**src/rtl/arb_mux.sv**
```systemverilog
// rtl/arb_mux.sv - Registered N-input arbitrated mux with valid/ready on every channel
// Round-robin or fixed-priority grant feeding a one-entry output register.
module arb_mux #(
  parameter int DWIDTH = 32,
  parameter int NUM_IN = 4,
  parameter int RR     = 1,
  parameter int SELW   = $clog2(NUM_IN)
) (
  input  logic                     clk,
  input  logic                     rst,
  input  logic [NUM_IN*DWIDTH-1:0] in_data,
  input  logic [NUM_IN-1:0]        in_valid,
  output logic [NUM_IN-1:0]        in_ready,
  output logic [DWIDTH-1:0]        out_data,
  output logic                     out_valid,
  input  logic                     out_ready,
  output logic [SELW-1:0]          out_sel
);

  logic [SELW-1:0]   ptr_q, ptr_d;
  logic [DWIDTH-1:0] out_data_q, out_data_d;
  logic [SELW-1:0]   out_sel_q, out_sel_d;
  logic              out_valid_q, out_valid_d;

  logic              load;
  logic              xfer;
  logic              gnt_found;
  logic [SELW-1:0]   gnt_idx;
  logic [SELW-1:0]   base;
  logic [SELW:0]     idx;

  assign load = !out_valid_q || out_ready;
  assign base = (RR != 0) ? ptr_q : '0;

  // Scan NUM_IN positions starting at base, wrapping; first requester wins.
  always_comb begin
    gnt_found = 1'b0;
    gnt_idx   = '0;
    idx       = '0;
    for (int k = 0; k < NUM_IN; k++) begin
      idx = {1'b0, base} + (SELW+1)'(k);
      if (idx >= (SELW+1)'(NUM_IN)) idx = idx - (SELW+1)'(NUM_IN);
      if (!gnt_found && in_valid[idx[SELW-1:0]]) begin
        gnt_found = 1'b1;
        gnt_idx   = idx[SELW-1:0];
      end
    end
  end

  assign xfer     = gnt_found && load && !rst;
  assign in_ready = xfer ? (NUM_IN'(1) << gnt_idx) : '0;

  always_comb begin
    ptr_d       = ptr_q;
    out_data_d  = out_data_q;
    out_sel_d   = out_sel_q;
    out_valid_d = out_valid_q;
    if (xfer) begin
      out_data_d  = in_data[int'(gnt_idx)*DWIDTH +: DWIDTH];
      out_sel_d   = gnt_idx;
      out_valid_d = 1'b1;
      if (RR != 0) ptr_d = (gnt_idx == SELW'(NUM_IN-1)) ? '0 : gnt_idx + 1'b1;
    end else if (out_valid_q && out_ready) begin
      out_valid_d = 1'b0;
    end
  end

  always_ff @(posedge clk) begin
    if (rst) begin
      ptr_q       <= '0;
      out_data_q  <= '0;
      out_sel_q   <= '0;
      out_valid_q <= 1'b0;
    end else begin
      ptr_q       <= ptr_d;
      out_data_q  <= out_data_d;
      out_sel_q   <= out_sel_d;
      out_valid_q <= out_valid_d;
    end
  end

  assign out_data  = out_data_q;
  assign out_sel   = out_sel_q;
  assign out_valid = out_valid_q;

endmodule

```
**config.mk**
```make
export PLATFORM = sky130hd
export DESIGN_NAME = arb_mux
export DESIGN_NICKNAME = d
export VERILOG_FILES = /design/src/rtl/arb_mux.sv
export SDC_FILE = /design/constraint.sdc
export NUM_CORES = 1
export LEC_CHECK = 0
export CORE_UTILIZATION = 35
export CTS_CLUSTER_DIAMETER = 60
export DETAILED_ROUTE_END_ITERATION = 8
export PLACE_DENSITY_LB_ADDON = 0.2
export RECOVER_POWER = 50
export SYNTH_ARGS = -nofsm -noshare
export SYNTH_HDL_FRONTEND = slang
export SYNTH_SLANG_ARGS = --single-unit
export TNS_END_PERCENT = 50
```
**constraint.sdc**
```tcl
create_clock -name clk -period 5.7 [get_ports clk]
set_input_delay 1.71 -clock clk [delete_from_list [all_inputs] [get_ports clk]]
set_output_delay 1.71 -clock clk [all_outputs]
set_load 0.02 [all_outputs]
```
==> metrics <==
DRT Wirelength 6.90 mm; critical path type primary input to primary output; boundary pin count 174; CP endpoint kind primary output; first-pass GRT wire length 10.5 mm; Pwr per Cell Area 233 nW/um^2; worst-path cell chain dlygate4sd3_1, inv_1, a21o_1, a221oi_2, nand2_1, nor2_1, clkdlybuf4s50_1; Seq/Total Area, Yosys 0.355; # hold bufs at CTS 0; Tcrit/Tclk final 0.971; # fillers 472; total power 0.918 mW; Syn Area/Cell 9.62 sq um; 1st-pass router iterations 4; Syn Std Cell Area 2090 sq um; unrepaired setup endpoints after global routing no; n_diodes 0; Synth Register Bits 37; Rel. slew slack 0.484; commonest cells after routing, fill and taps aside clkdlybuf4s50_1 (137), mux2i_1 (67), dfxtp_1 (37); Final min period 5.54 ns; commonest non-fill, non-tap cell in the layout clkdlybuf4s50_1; largest area contributor in the netlist dfxtp_1; layout cells sized above 1 0.0415; Synth Net Count 352; share of Yosys cell area claimed by the top area cell type 0.355; Pins Over Slew Limit 0; post-CTS sizing 0; clock sink total 37; Die ar. between 6000 and 7000 sq um; Startpoint Class primary input; starting density of the core 0.370; Slowest-stage cell, CP clkdlybuf4s50_1; Leak Pwr 1.62 nW; Peak VDD IR 131 uV; FF-to-FF Start base[0]; die width 79.2 um; synth warn 0; cts bufs inserted 5; worst setup path startpoint in_valid[3]; largest net degree at the start of global routing 48; routed via count between 2000 and 2500; DP HPWL 5.34 mm; # DRC 0; Slew @ Worst Pin 0.774 ns; Worst EP required 3.99 ns; Tot GR Track Use 0.218; Reg clk slew, reported paths around 0.070 ns; FP Rows 27; hold_ws between 0.4 and 0.5 ns; port bufs 173; drt via density roughly 5.1; nets 521; Area after DPL 3860 sq um; grt ovf 0; worst hold path startpoint out_data[15]; final hold vios 0; TNS Setup 0 ns; CP peak stage delay 0.63 ns; core area 5640 sq um; GP Congestion about 0.74; Final Cell Area 3940 sq um; Initial DRC Count between 70 and 80; synth unique cells 21; CTS root buf clkbuf_8; Worst EP arrival approximately 3.8 ns; skew final 0.00520 ns; clock buffer depth 2; Die Ht ~80 um; clk_lat worst skew 0.27 ns; fin util 0.699; wire per inst 15.1 um; Routed Antenna Nets 0; worst hold path class flop to flop; # setup viols final 0; FMAX ~0.18 GHz; initial antenna violation count 0; H-tree depth 2; outcome complete, no violations; number of global-route vias before repair between 2000 and 2500; Area contributors post-synth dfxtp_1 (35%), mux2i_1 (32%), o221ai_1 (13%), nand2_1 (6.3%), buf_2 (2.9%); post-CTS setup repair buffer count 0; crit path max fanout 4; area grow syn2layout 88.9%; maxcap violations 0; post-synthesis cell count between 200 and 250; CTS tree done
worst paths after layout:
path	slack, ns	end	cells after the start
worst max-delay path	0.16	in_ready[1]	7
worst min-delay path	0.46	out_data[15]	2
worst max register to register	3.58	out_data[4]	6
worst min register to register	0.46	out_data[15]	2
layout make-up:
class	instances	area (sq um)	area share
clock buffers	7	86.3	0.0219
inverters	3	11.3	0.00286
multi-input cells	160	1240	0.315
flip-flops and latches	37	741	0.188
well taps	72	90.1	0.0228
repair buffers	179	1770	0.450
cell families after synthesis:
kind of cell	Yosys count	share of synthesized area
flip-flops	37	0.355
AO/OA/AOI/OAI	42	0.173
AND/OR/NAND/NOR	51	0.0989
multiplexers	67	0.321
buffers and inverters	20	0.0522
where the power goes:
part / switching, mW / total [mW] / internal (mW)
clock network: 0.0830 / 0.179 / 0.0959
registers: 0.0223 / 0.326 / 0.304
logic: 0.191 / 0.414 / 0.223
total: 0.296 / 0.918 / 0.623
sequential cells by signal, summed over array words and instances, names as in the netlist:
name,count
out_data,32
base,2
out_sel,2
out_valid,1
layer usage:
metal / wire length [um] / track usage / up-vias
li1: - / - / 1155
met1: 2640 / 0.241 / 1058
met2: 3500 / 0.385 / 107
met3: 614 / 0.0701 / 12
met4: 155 / 0.0855 / 0
met5: 0 / 0 / -
cell usage after synthesis:
master and instances:
o32a_1 1, nor2_1 10, nand2_1 35, a211o_1 1
buf_2 12, buf_6 2, nand2b_1 2, clkbuf_1 2
mux2i_1 67, nor4_1 1, inv_1 2, nor2b_1 3
o221ai_1 32, dfxtp_1 37, buf_4 1, a21oi_1 3
a21o_1 1, a221oi_2 1, a21oi_2 1, inv_2 1
a211oi_1 2
worst max-delay path: cells and delay by family:
family / cells / cell delay [ns]
buffers and inverters: 3 / 1.28
AOI/OAI and AO/OA: 2 / 0.51
and+or+nand+nor: 2 / 0.32
metrics by stage:
stage | worst slack, ns | instances
6_report | 0.165 | 458
3_5_place_dp | 0.207 | 451
4_1_cts | 0.209 | 458
5_1_grt | 0.108 | 458
3_3_place_gp | 0.301 | 451
2_1_floorplan | 1.05 | 217
No activity file was read; power rests on OpenSTA's default activity.
